<file path="src/rtl/clk_div_pkg.sv">
// clk_div_pkg: shared constants, divisor clamp and per-channel flag struct for clk_div_sched
package clk_div_pkg;
  localparam int unsigned MIN_DIV = 2;
  typedef struct packed {
    logic en;
    logic pend;
    logic en_pend;
  } chan_flags_t;
  function automatic int unsigned clamp_div(int unsigned d);
    return d < MIN_DIV ? MIN_DIV : d;
  endfunction
endpackage

</file>
<file path="src/rtl/clk_div_sched_if.sv">
// clk_div_sched_if: valid/ready configuration port for the divider scheduler
interface clk_div_sched_if #(
  parameter int NCH = 4,
  parameter int DW  = 16
);
  localparam int CHW = NCH > 1 ? $clog2(NCH) : 1;
  logic           cfg_valid;
  logic           cfg_ready;
  logic [CHW-1:0] cfg_ch;
  logic [DW-1:0]  cfg_div;
  logic           cfg_en;
  modport master(output cfg_valid, cfg_ch, cfg_div, cfg_en, input cfg_ready);
  modport slave(input cfg_valid, cfg_ch, cfg_div, cfg_en, output cfg_ready);
endinterface

</file>
<file path="src/rtl/clk_div_chan.sv">
// clk_div_chan: one divider channel with boundary-deferred reprogramming and registered outputs
module clk_div_chan
  import clk_div_pkg::*;
#(
  parameter int DW      = 16,
  parameter int DEF_DIV = 2
) (
  input  logic          clk,
  input  logic          rst_n,
  input  logic          acc,
  input  logic [DW-1:0] new_div,
  input  logic          new_en,
  output logic          div_out,
  output logic          tick,
  output logic          busy
);
  logic [DW-1:0] cnt, div_act, div_pend;
  logic [DW-1:0] cnt_n, div_n, div_pend_n;
  chan_flags_t   f, f_n;
  logic          wrap, apply_now, apply_pend, defer;
  // next state: idle or wrapping channels take updates at once, running ones defer to the wrap
  always_comb begin
    wrap       = f.en & (cnt == div_act - 1'b1);
    apply_now  = acc & (~f.en | wrap);
    apply_pend = f.pend & wrap;
    defer      = acc & f.en & ~wrap;
    div_n      = apply_now ? new_div : apply_pend ? div_pend : div_act;
    f_n.en     = apply_now ? new_en : apply_pend ? f.en_pend : f.en;
    f_n.pend   = defer ? 1'b1 : apply_pend ? 1'b0 : f.pend;
    f_n.en_pend = defer ? new_en : f.en_pend;
    div_pend_n = defer ? new_div : div_pend;
    cnt_n      = (~f_n.en | ~f.en | wrap) ? '0 : cnt + 1'b1;
  end
  // state and output registers; outputs are derived from next state so they track it exactly
  always_ff @(posedge clk or negedge rst_n) begin
    if (!rst_n) begin
      cnt      <= '0;
      div_act  <= DW'(DEF_DIV);
      div_pend <= '0;
      f        <= '0;
      tick     <= 1'b0;
      div_out  <= 1'b0;
    end else begin
      cnt      <= cnt_n;
      div_act  <= div_n;
      div_pend <= div_pend_n;
      f        <= f_n;
      tick     <= f_n.en & (cnt_n == '0);
      div_out  <= f_n.en & (cnt_n < (div_n >> 1));
    end
  end
  assign busy = f.pend;
endmodule

</file>
<file path="src/rtl/clk_div_sched.sv">
// clk_div_sched: NCH-channel clock-enable/divided-clock scheduler with a shared config port
module clk_div_sched
  import clk_div_pkg::*;
#(
  parameter int NCH     = 4,
  parameter int DW      = 16,
  parameter int DEF_DIV = 2
) (
  input  logic                   clk,
  input  logic                   rst_n,
  clk_div_sched_if.slave         cfg,
  output logic [NCH-1:0]         div_out,
  output logic [NCH-1:0]         tick,
  output logic [NCH-1:0]         busy
);
  localparam int CHW  = NCH > 1 ? $clog2(NCH) : 1;
  localparam int NPAD = 2 ** CHW;
  logic [NPAD-1:0] busy_ext;
  logic [DW-1:0]   div_c;
  assign busy_ext      = NPAD'(busy);
  assign cfg.cfg_ready = ~busy_ext[cfg.cfg_ch];
  assign div_c         = DW'(clamp_div(32'(cfg.cfg_div)));
  for (genvar i = 0; i < NCH; i++) begin : g_ch
    clk_div_chan #(.DW(DW), .DEF_DIV(DEF_DIV)) u_chan (
      .clk     (clk),
      .rst_n   (rst_n),
      .acc     (cfg.cfg_valid & cfg.cfg_ready & (cfg.cfg_ch == CHW'(i))),
      .new_div (div_c),
      .new_en  (cfg.cfg_en),
      .div_out (div_out[i]),
      .tick    (tick[i]),
      .busy    (busy[i])
    );
  end
endmodule

</file>
<file path="src/flat_wrapper.sv">
// flat-port wrapper written by rule: the top's interface ports become plain ports
module clk_div_sched_flat import clk_div_pkg::*;
#(
  parameter int NCH     = 4,
  parameter int DW      = 16,
  parameter int DEF_DIV = 2
)
  (clk, rst_n, div_out, tick, busy, cfg_cfg_valid, cfg_cfg_ch, cfg_cfg_div, cfg_cfg_en, cfg_cfg_ready);
  clk_div_sched_if #(.NCH(NCH), .DW(DW)) cfg_i ();
  input  logic clk;
  input  logic rst_n;
  output logic [NCH-1:0] div_out;
  output logic [NCH-1:0] tick;
  output logic [NCH-1:0] busy;
  input wire logic [$bits(cfg_i.cfg_valid)-1:0] cfg_cfg_valid;
  input wire logic [$bits(cfg_i.cfg_ch)-1:0] cfg_cfg_ch;
  input wire logic [$bits(cfg_i.cfg_div)-1:0] cfg_cfg_div;
  input wire logic [$bits(cfg_i.cfg_en)-1:0] cfg_cfg_en;
  output wire logic [$bits(cfg_i.cfg_ready)-1:0] cfg_cfg_ready;
  assign cfg_i.cfg_valid = cfg_cfg_valid;
  assign cfg_i.cfg_ch = cfg_cfg_ch;
  assign cfg_i.cfg_div = cfg_cfg_div;
  assign cfg_i.cfg_en = cfg_cfg_en;
  assign cfg_cfg_ready = cfg_i.cfg_ready;
  clk_div_sched #(.NCH(NCH), .DW(DW), .DEF_DIV(DEF_DIV)) u_core (.clk(clk), .rst_n(rst_n), .cfg(cfg_i), .div_out(div_out), .tick(tick), .busy(busy));
endmodule
</file>
<file path="config.mk">
export PLATFORM = sky130hd
export DESIGN_NAME = clk_div_sched_flat
export DESIGN_NICKNAME = d
export VERILOG_FILES = /design/src/rtl/clk_div_pkg.sv /design/src/rtl/clk_div_sched_if.sv /design/src/rtl/clk_div_chan.sv /design/src/rtl/clk_div_sched.sv /design/src/flat_wrapper.sv
export SDC_FILE = /design/constraint.sdc
export NUM_CORES = 1
export LEC_CHECK = 0
export CORE_AREA = 3 3 191 193
export DETAILED_ROUTE_END_ITERATION = 10
export DIE_AREA = 0 0 194 196
export PLACE_DENSITY_LB_ADDON = 0.08
export SETUP_SLACK_MARGIN = 0.05
export SLEW_MARGIN = 20
export SYNTH_ARGS = -nofsm -noshare
export SYNTH_HDL_FRONTEND = slang
export SYNTH_SLANG_ARGS = --single-unit
</file>
<file path="constraint.sdc">
create_clock -name clk -period 6.4 [get_ports clk]
set_input_delay 0.64 -clock clk [delete_from_list [all_inputs] [get_ports clk]]
set_output_delay 0.64 -clock clk [all_outputs]
set_load 0.1 [all_outputs]
</file>
# --- Word level (Yosys, flattened, before mapping) ---
# Cells that the tools add are included.
classes:
  add_sub_neg: 8
  multipliers: 0
  n_div: 0
  order_cmp: 6
  eq_ne: 7
  shifts: 0
  n_mux: 31
  bitwise: 58
  reduce_logical: 13
ops:
  columns: ["operator", "count"]
  rows:
  - ["$mux 16", 13]
  - ["$add 16x1->16 const B", 4]
  - ["$eq 16x16->1", 4]
  - ["$logic_not 16->1", 4]
  - ["$lt 16x15->1", 4]
  - ["$sub 16x1->16 const B", 4]
  - ["$and 1x1->1", 33]
  - ["$mux 1", 17]
  - ["$lt 16x2->1 const B", 1]
  - ["$reduce_bool 2->1", 8]
  - ["$not 1->1", 13]
  - ["$or 1x1->1", 12]
  - ["$eq 2x2->1 const B", 2]
  - ["$lt 2x3->1 const B", 1]
  - ["$bmux 1 s2", 1]
  - ["$eq 2x1->1 const B", 1]
  - ["$logic_not 2->1", 1]
totals:
  register_bits: 212
  latch_bits: 0
  mem_bits_rw: 0
  rom_bits: 0
  inputBits: 22
  out_inout_bits: 13
  elab_cells: 159
  mem_count: 0

# --- Logic depth before layout (Yosys ltp) ---
# Gate-level depths: netlist (run 1).
depth:
  depth_word: 13
  ltp_mapped: 21
  depth_no_buf: 20

# --- Cells and area by module ---
# From an unflattened synthesis (run 1), not the netlist that was laid out.
unflattened:
  cells_unflattened: 1460
  hier_area_um2: 14204.9
by_module_without_submodules:
  columns: ["mod", "instances", "cells_each", "area_per_inst_um2"]
  rows:
  - ["clk_div_chan (u_core.g_ch[1].u_chan ...)", 3, 359, 3449.6]
  - ["clk_div_chan (u_core.g_ch[0].u_chan)", 1, 355, 3693.5]
  - ["clk_div_sched", 1, 28, 162.7]

# --- Worst setup path after synthesis (run 1) ---
# Ideal clock, no wire load.
synth_path:
  path_type: "reg2reg"
  start: "register u_core.g_ch[2].u_chan.div_act[0]"
  end: "register u_core.g_ch[2].u_chan.div_out"
  arrival_ns: 4.918
  t_required_ns: 6.306
  setup_slack_ns: 1.389
  path_stages_with_launch: 21
  synth_period_minus_slack_ns: 5.011
  path_cell_list: "dfrtp_1 > inv_1 > ha_1 > or4b_1 > o32a_1 > a31oi_1 > o2111ai_1 > or4_4 > or4_4 > buf_6 > buf_2 > mux2i_1 > o21a_1 > ha_1 > a21o_1 > a21o_1 > a21oi_1 > o21ai_0 > nor4_1 > o311ai_4 > a221oi_2"
synth_via:
  elab_chain_cells: 12
  elab_cells_between_ends: 16
synth_lines:
  columns: ["element", "line", "rtl"]
  rows:
  - ["start, declared", "clk_div_chan.sv:17", "logic [DW-1:0] cnt, div_act, div_pend;"]
  - ["start signal, assigned", "clk_div_chan.sv:38", "div_act <= DW'(DEF_DIV);"]
  - ["start signal, assigned", "clk_div_chan.sv:45", "div_act <= div_n;"]
  - ["$sub 16x1->16 (*)", "clk_div_chan.sv:23", "wrap = f.en & (cnt == div_act - 1'b1);"]
  - ["$eq 16x16->1 (*)", "clk_div_chan.sv:23", null]
  - ["$and 1x1->1 (*)", "clk_div_chan.sv:23", null]
  - ["$and 1x1->1 or $or 1x1->1 (tied branches)", "clk_div_chan.sv:25, clk_div_chan.sv:24", null]
  - ["$mux 1 or $and 1x1->1 (tied branches)", "clk_div_chan.sv:28, clk_div_chan.sv:24", null]
  - ["$mux 1", "clk_div_chan.sv:28", "f_n.en = apply_now ? new_en : apply_pend ? f.en_pend : f.en;"]
  - ["$not 1->1", "clk_div_chan.sv:32", "cnt_n = (~f_n.en | ~f.en | wrap) ? '0 : cnt + 1'b1;"]
  - ["$or 1x1->1 (2 in a row)", "clk_div_chan.sv:32", null]
  - ["$mux 16", "clk_div_chan.sv:32", null]
  - ["$lt 16x15->1", "clk_div_chan.sv:49", "div_out <= f_n.en & (cnt_n < (div_n >> 1));"]
  - ["$and 1x1->1 (*)", "clk_div_chan.sv:49", null]
  - ["end signal, assigned", "clk_div_chan.sv:49", null]
  - ["end, declared", "clk_div_chan.sv:13", "output logic div_out,"]
# Every way passes the cells marked *; elsewhere a longest branch is shown, timed or not. The select of a mux whose other input is x is not followed.
# A chain may end at the register's enable or synchronous reset.

# --- Worst setup path after layout (run 1) ---
# Ends and elaborated chain as after synthesis.

==> impl_metrics.ini, run 1 <==
[setup_path]
cp_slowest_cell = or4_4
cp.required_ns = 6.84
critPathMaxStageDelay_ns = 0.74
worst_setup_path_end_kind = flop
crit_path_start_kind = flop
cp.buffers_inverters = 1
crit_fanout = 16
path_cells = inv_1, ha_1, or4b_1, o32a_1, a31oi_1, o2111ai_1, or4_4, or4_4, mux2i_1, o21a_1, ha_1, a21o_1, a21o_1, a21oi_1, o21ai_0, nor4_1, o311ai_4, a221oi_2
path_delay_family = simple AND/OR/NAND/NOR gates
critPathKind = flop to flop
crit_arrival_ns = 5.78

[floorplan]
initial_core_util_pct = 40.2
die_h_um = 196
coreArea_um2 = 34700
die_area_um2 = 38000
io_pins = 35
rows = 68
dieWidth_um = 194

[sta]
drv_slew = 0
period_share_pct = 83.5
period_needed_ns = 5.34
maxSlewHeadroom_pct = 34.3
grt_setup_unrepaired = no
finClkSkew_ns = 0.0152
fin_tns_setup_ns = 0
timing.fmax_ghz = 0.187
setup_viol = 0
tightest_slew_ns = 0.985
timing.final.hold_violations = 0

[grt]
grt_remaining_overflow = 0
antenna_found_initial = 0
grt_max_degree = 116
grt_first_pass_wirelength_um = 60000
grt_usage_pct = 19.5
grt_pass1_vias = 10400

[clock_tree]
post_cts_buffers = 0
cts_buffers = 26
cts.clk_slew.worst_paths_ns = 0.06
cts_hold_buffers = 0
h-tree-depth = 1
clk_latency_ns = 0.53
clock_path_buffers = 3
root_buffer = clkbuf_16
clkSinkCount = 212
cts_tree = yes
cts_resized = 0

[pwr]
leakage_nw = 6.75
p_sw_share_pct = 30.1
seqPwrFrac_pct = 43.4
pwr-share-clk_pct = 36.5
p_sw_w = 0.00127
ir_worst_vdd_mv = 0.238
p_per_area_nw_per_um2 = 274
combPwrFrac_pct = 20.2
intPower_w = 0.00295

[drt]
drt-pass1-iter-count = 6
viasPerCell = 5.52
routed_wl_um = 37400
vias = 10600
drt-initial-drc-count = 553
drc = 0
detail_route.wl_per_cell_um = 19.4
final_antenna_net_count = 0

[logic_synthesis]
synth_seq_area_share_pct = 38.1
syn-num-nets = 1570
synth_warnings = 0
synth_area_um2 = 13900
syn_inst = 1484
avgSynthCellArea_um2 = 9.40
synth_edf_count = 0
yosys_most_used_dff = dfrtp_1
synth_seq_cells = 212
yosys.cell_types.count = 78
async_reset_ff_share_pct = 100

[placed_design]
place_area_um2 = 14500
gp_congestion = 0.886
port_buffers = 34
dp.final_hpwl_um = 27400

[final_layout]
layout_common_cells = dfrtp_1, nor2_1, xnor2_1
layout.nets = 1537
ff_latch_area_um2 = 5310
fillers = 3332
syn2layout_area_growth_pct = 10.5
final_design_area_no_fill_um2 = 15400
final_common_cell = dfrtp_1
final_layout_size_suffix_gt1_share_pct = 11.2
multi_input_comb_area_um2 = 8020

[worst_hold_path]
hold_class = input port to asynchronous set/reset pin

[job]
maxCapViolations = 0

[status]
status = finished, final reports clean
==> logic make-up (layout without fill, tap and decap cells) <==
group           after synthesis  count (layout)  share of synthesized area (%)
xor+xnor                    141             141                           8.85
mux                         132             132                           10.2
flops                       212             212                           38.1
fa+ha+maj                    64              64                           5.74
compound gates              303             303                           14.4
other cells                   0               1                              0
simple gates                489             489                           18.2
buf+inv                     143             127                           4.54
==> path summary, 6_finish.rpt <==
path                       depth (start not counted)  slack [ns]                                       to                                    startpoint
min reg2reg                                        1        0.50   u_core.g_ch[2].u_chan.f[0]$_DFFE_PN0P_        u_core.g_ch[2].u_chan.f[0]$_DFFE_PN0P_
max in group asynchronous                          2        5.00   u_core.g_ch[3].u_chan.busy$_DFFE_PN0P_                                         rst_n
min in group clk                                   1        0.50   u_core.g_ch[2].u_chan.f[0]$_DFFE_PN0P_        u_core.g_ch[2].u_chan.f[0]$_DFFE_PN0P_
max                                               18        1.06  u_core.g_ch[2].u_chan.div_out$_DFF_PN0_  u_core.g_ch[2].u_chan.div_act[0]$_DFFE_PN0P_
max reg2reg                                       18        1.06  u_core.g_ch[2].u_chan.div_out$_DFF_PN0_  u_core.g_ch[2].u_chan.div_act[0]$_DFFE_PN0P_
min                                                1        0.16  u_core.g_ch[0].u_chan.cnt[13]$_DFF_PN0_                                         rst_n
==> layer usage <==
layer / GRT usage [%] / vias to the layer above / wire length (um)
met3: 1.99 / 32 / 1000
met4: 3.16 / 0 / 469
met1: 28.8 / 5195 / 18900
met2: 31.6 / 140 / 17000
li1: - / 5261 / -
met5: 0 / - / 0
==> registers in the layout, summed over array words and instances (netlist names) <==
name,count
u_core.g_ch.u_chan.tick,4
u_core.g_ch.u_chan.f,8
u_core.g_ch.u_chan.div_pend,64
u_core.g_ch.u_chan.div_act,64
u_core.g_ch.u_chan.busy,4
u_core.g_ch.u_chan.cnt,64
u_core.g_ch.u_chan.div_out,4
==> power groups by stage <==
stage	clock network, W	logic, W	registers (W)
finish	0.00154	0.000849	0.00183
global route	0.00163	0.000939	0.00186
CTS	0.00159	0.000857	0.00183
detailed placement	0	0.000853	0.00185
global placement	0	0.000842	0.00185
floorplan	0	0.000693	0.00175
==> cell usage after synthesis, types with 5 or more instances <==
library cell	number	share of area [%]
dfrtp_1	208	37
nor2_1	164	4.4
xnor2_1	84	5.3
a21oi_1	81	2.9
clkbuf_1	77	2.1
mux2_2	66	5.3
nand2_1	65	1.7
a21o_1	64	3.4
ha_1	64	5.7
mux2i_1	64	4.6
xor2_1	57	3.6
o21ai_0	50	1.8
nor3_1	46	1.7
nand3_1	41	1.5
nand4_1	31	1.4
inv_1	27	0.73
and3_1	21	0.94
o21a_1	20	1.1
a31oi_1	19	0.85
nor4_1	18	0.81
buf_2	17	0.61
nand2b_1	15	0.67
buf_4	14	0.75
nor2b_1	13	0.58
or3_1	10	0.45
and4_1	8	0.50
o211ai_1	8	0.43
o31ai_1	7	0.38
or4_1	7	0.38
nand3b_1	6	0.32
or2_2	6	0.27
and2_1	5	0.22
buf_1	5	0.13
nor3b_1	5	0.27
==> stage by stage <==
stage               worst slack, ns  hold slack, ns  total power, W  utilization [%]  cells
finish                         1.06           0.162         0.00422             44.4   1924
global route                  0.676           0.257         0.00443             44.4   1923
CTS                            1.02           0.211         0.00427             44.4   1923
detailed placement             1.05           0.486         0.00270             41.8   1878
global placement               1.15           0.470         0.00269             41.8   1877
floorplan                      1.39           0.344         0.00244                -   1484
==> final cells by class <==
| class | instances | share of cell area, % |
|---|---|---|
| Multi-Input combinational cell | 1129 | 52.1 |
| Clock inverter | 10 | 0.853 |
| Clock buffer | 35 | 4.97 |
| Antenna cell | 1 | 0.0162 |
| Tap cell | 455 | 3.69 |
| Sequential cell | 212 | 34.5 |
| Inverter | 27 | 0.658 |
| Timing Repair Buffer | 55 | 3.29 |
No activity file was read; power rests on OpenSTA's default activity.
==> inputs of run 2 (changes only) <==
Clock period 6.4 ns to 5.3 ns, I/O delays scaled along.
==> impl_metrics.ini, run 2 (synthesis gave the netlist of run 1 again) <==
[clock_tree]
cts_tree = yes
cts_buffers = 27
root_buffer = clkbuf_16
clock_path_buffers = 3
h-tree-depth = 1
clk_latency_ns = 0.55
clkSinkCount = 212
cts.clk_slew.worst_paths_ns = 0.06

[sta]
fin_tns_setup_ns = 0
timing.final.hold_violations = 0
period_share_pct = 94.5
tightest_slew_ns = 1.00
finClkSkew_ns = 0.0152
drv_slew = 0
grt_setup_unrepaired = no
setup_viol = 0
maxSlewHeadroom_pct = 33.1
timing.fmax_ghz = 0.200
period_needed_ns = 5.01

[setup_path]
crit_path_start_kind = flop
crit_fanout = 7
crit_arrival_ns = 5.46
cp.required_ns = 5.76
regToRegSetupSlack_ns = 0.29
worst_setup_path_end_kind = flop
timing.rr.start = u_core.g_ch[2].u_chan.div_act[0]$_DFFE_PN0P_
critPathKind = flop to flop
r2r-end = u_core.g_ch[2].u_chan.div_out$_DFF_PN0_
rr_worst_depth = 18

[drt]
drt-initial-drc-count = 455
drc = 0
vias = 10700
drt-pass1-iter-count = 7
detail_route.wl_per_cell_um = 19.6
viasPerCell = 5.53
routed_wl_um = 38200
final_antenna_net_count = 0

[final_layout]
instances_no_fill = 1944
layout_common_cells = dfrtp_1, nor2_1, xnor2_1
final_common_cell = dfrtp_1
diodes = 0
syn2layout_area_growth_pct = 11.8
top_regs = u_core.g_ch.u_chan.cnt (64), u_core.g_ch.u_chan.div_act (64), u_core.g_ch.u_chan.div_pend (64)
final_layout_size_suffix_gt1_share_pct = 13.0
final_design_area_no_fill_um2 = 15600
layout.nets = 1555

[placed_design]
dp.final_hpwl_um = 27900
place_area_um2 = 14600
placed_cells = 1893
port_buffers = 34
gp_congestion = 0.878

[grt]
antenna_found_initial = 0
grt_first_pass_wirelength_um = 60700
met3_usage_pct = 2.42
grt_max_degree = 116
grt_remaining_overflow = 0
use_met2_pct = 32.3
grtUsageMet1_pct = 27.9
grt.busiest_layer = met2
grt_usage_pct = 19.7
grt_pass1_vias = 10600

[floorplan]
rows = 68
die_area_um2 = 38000
coreArea_um2 = 34700
dieWidth_um = 194
die_h_um = 196
initial_core_util_pct = 40.2
io_pins = 35

[pwr]
p_per_area_nw_per_um2 = 326
ir_worst_vdd_mv = 0.282
leakage_nw = 6.84

[status]
status = finished, final reports clean

[worst_hold_path]
hold_class = input port to asynchronous set/reset pin

[job]
maxCapViolations = 0
==> run 2: changes by cell type in the layout (fill, tap and decap cells not counted), sizes merged <==
cell / previous run / this run
bufinv: 3 / 2
clkinv: 6 / 12
diode: 1 / 0
buf: 22 / 38
==> run 2: worst max-delay path by stage <==
stage / startpoint / end / depth (start not counted)
floorplan: u_core.g_ch[2].u_chan.div_act[0]$_DFFE_PN0P_ / u_core.g_ch[2].u_chan.div_out$_DFF_PN0_ / 20
global placement: u_core.g_ch[2].u_chan.div_act[0]$_DFFE_PN0P_ / u_core.g_ch[2].u_chan.div_out$_DFF_PN0_ / 18
detailed placement: u_core.g_ch[2].u_chan.div_act[0]$_DFFE_PN0P_ / u_core.g_ch[2].u_chan.div_out$_DFF_PN0_ / 18
CTS: u_core.g_ch[2].u_chan.div_act[0]$_DFFE_PN0P_ / u_core.g_ch[2].u_chan.div_out$_DFF_PN0_ / 18
global route: u_core.g_ch[2].u_chan.div_act[0]$_DFFE_PN0P_ / u_core.g_ch[2].u_chan.div_out$_DFF_PN0_ / 20
finish: u_core.g_ch[2].u_chan.div_act[0]$_DFFE_PN0P_ / u_core.g_ch[2].u_chan.div_out$_DFF_PN0_ / 18
==> run 2: layout make-up <==
cell class / instances / area [um2]
Tap cell: 455 / 569
Clock buffer: 34 / 732
Timing Repair Buffer: 72 / 677
Clock inverter: 15 / 135
Fill cell: 3372 / 19100
Sequential cell: 212 / 5310
Inverter: 27 / 101
Multi-Input combinational cell: 1129 / 8070
==> run 2: metrics by stage <==
stage	hold WS, ns	setup slack [ns]	util (%)	total power, W
5_1_grt	0.0970	0.0433	44.9	0.00534
3_3_place_gp	0.467	0.119	42.1	0.00328
2_1_floorplan	0.234	0.289	-	0.00295
3_5_place_dp	0.484	0.0353	42.1	0.00330
4_1_cts	0.0875	0.137	44.7	0.00514
6_report	0.0390	0.293	44.9	0.00508
==> run 2: worst max-delay path, stage by stage (launching register included) <==
cell	delay, ns
dfrtp_2	0.43
inv_1	0.07
ha_2	0.20
or4b_4	0.51
o32a_1	0.31
a31oi_1	0.15
o2111ai_1	0.12
or4_4	0.57
or4_4	0.54
mux2i_1	0.17
o21a_1	0.18
ha_1	0.29
a21o_1	0.16
a21o_1	0.18
a21oi_2	0.17
o21ai_1	0.13
nor4_2	0.38
o311ai_4	0.15
a221oi_2	0.22
==> run 2: repair_timing <==
item / 4_1_cts / 5_1_grt
setup buffers: 0 / 1
cloned: 0 / 1
pin swaps: 0 / 4
gates resized for setup: 1 / 13
hold buffers: 0 / 0
setup endpoints to repair: 1 / 3
==> run 2: per-layer routing <==
layer	part of all wire [%]	routed length, um
met5	0	0
met2	46	17500
met4	2.5	954
met1	49	18900
met3	2.3	883
==> run 2: report_power, final <==
group	total, W	switching (W)	internal (W)
sequential	0.00222	0.000283	0.00193
clock	0.00181	0.000738	0.00107
combinational	0.00106	0.000567	0.000488
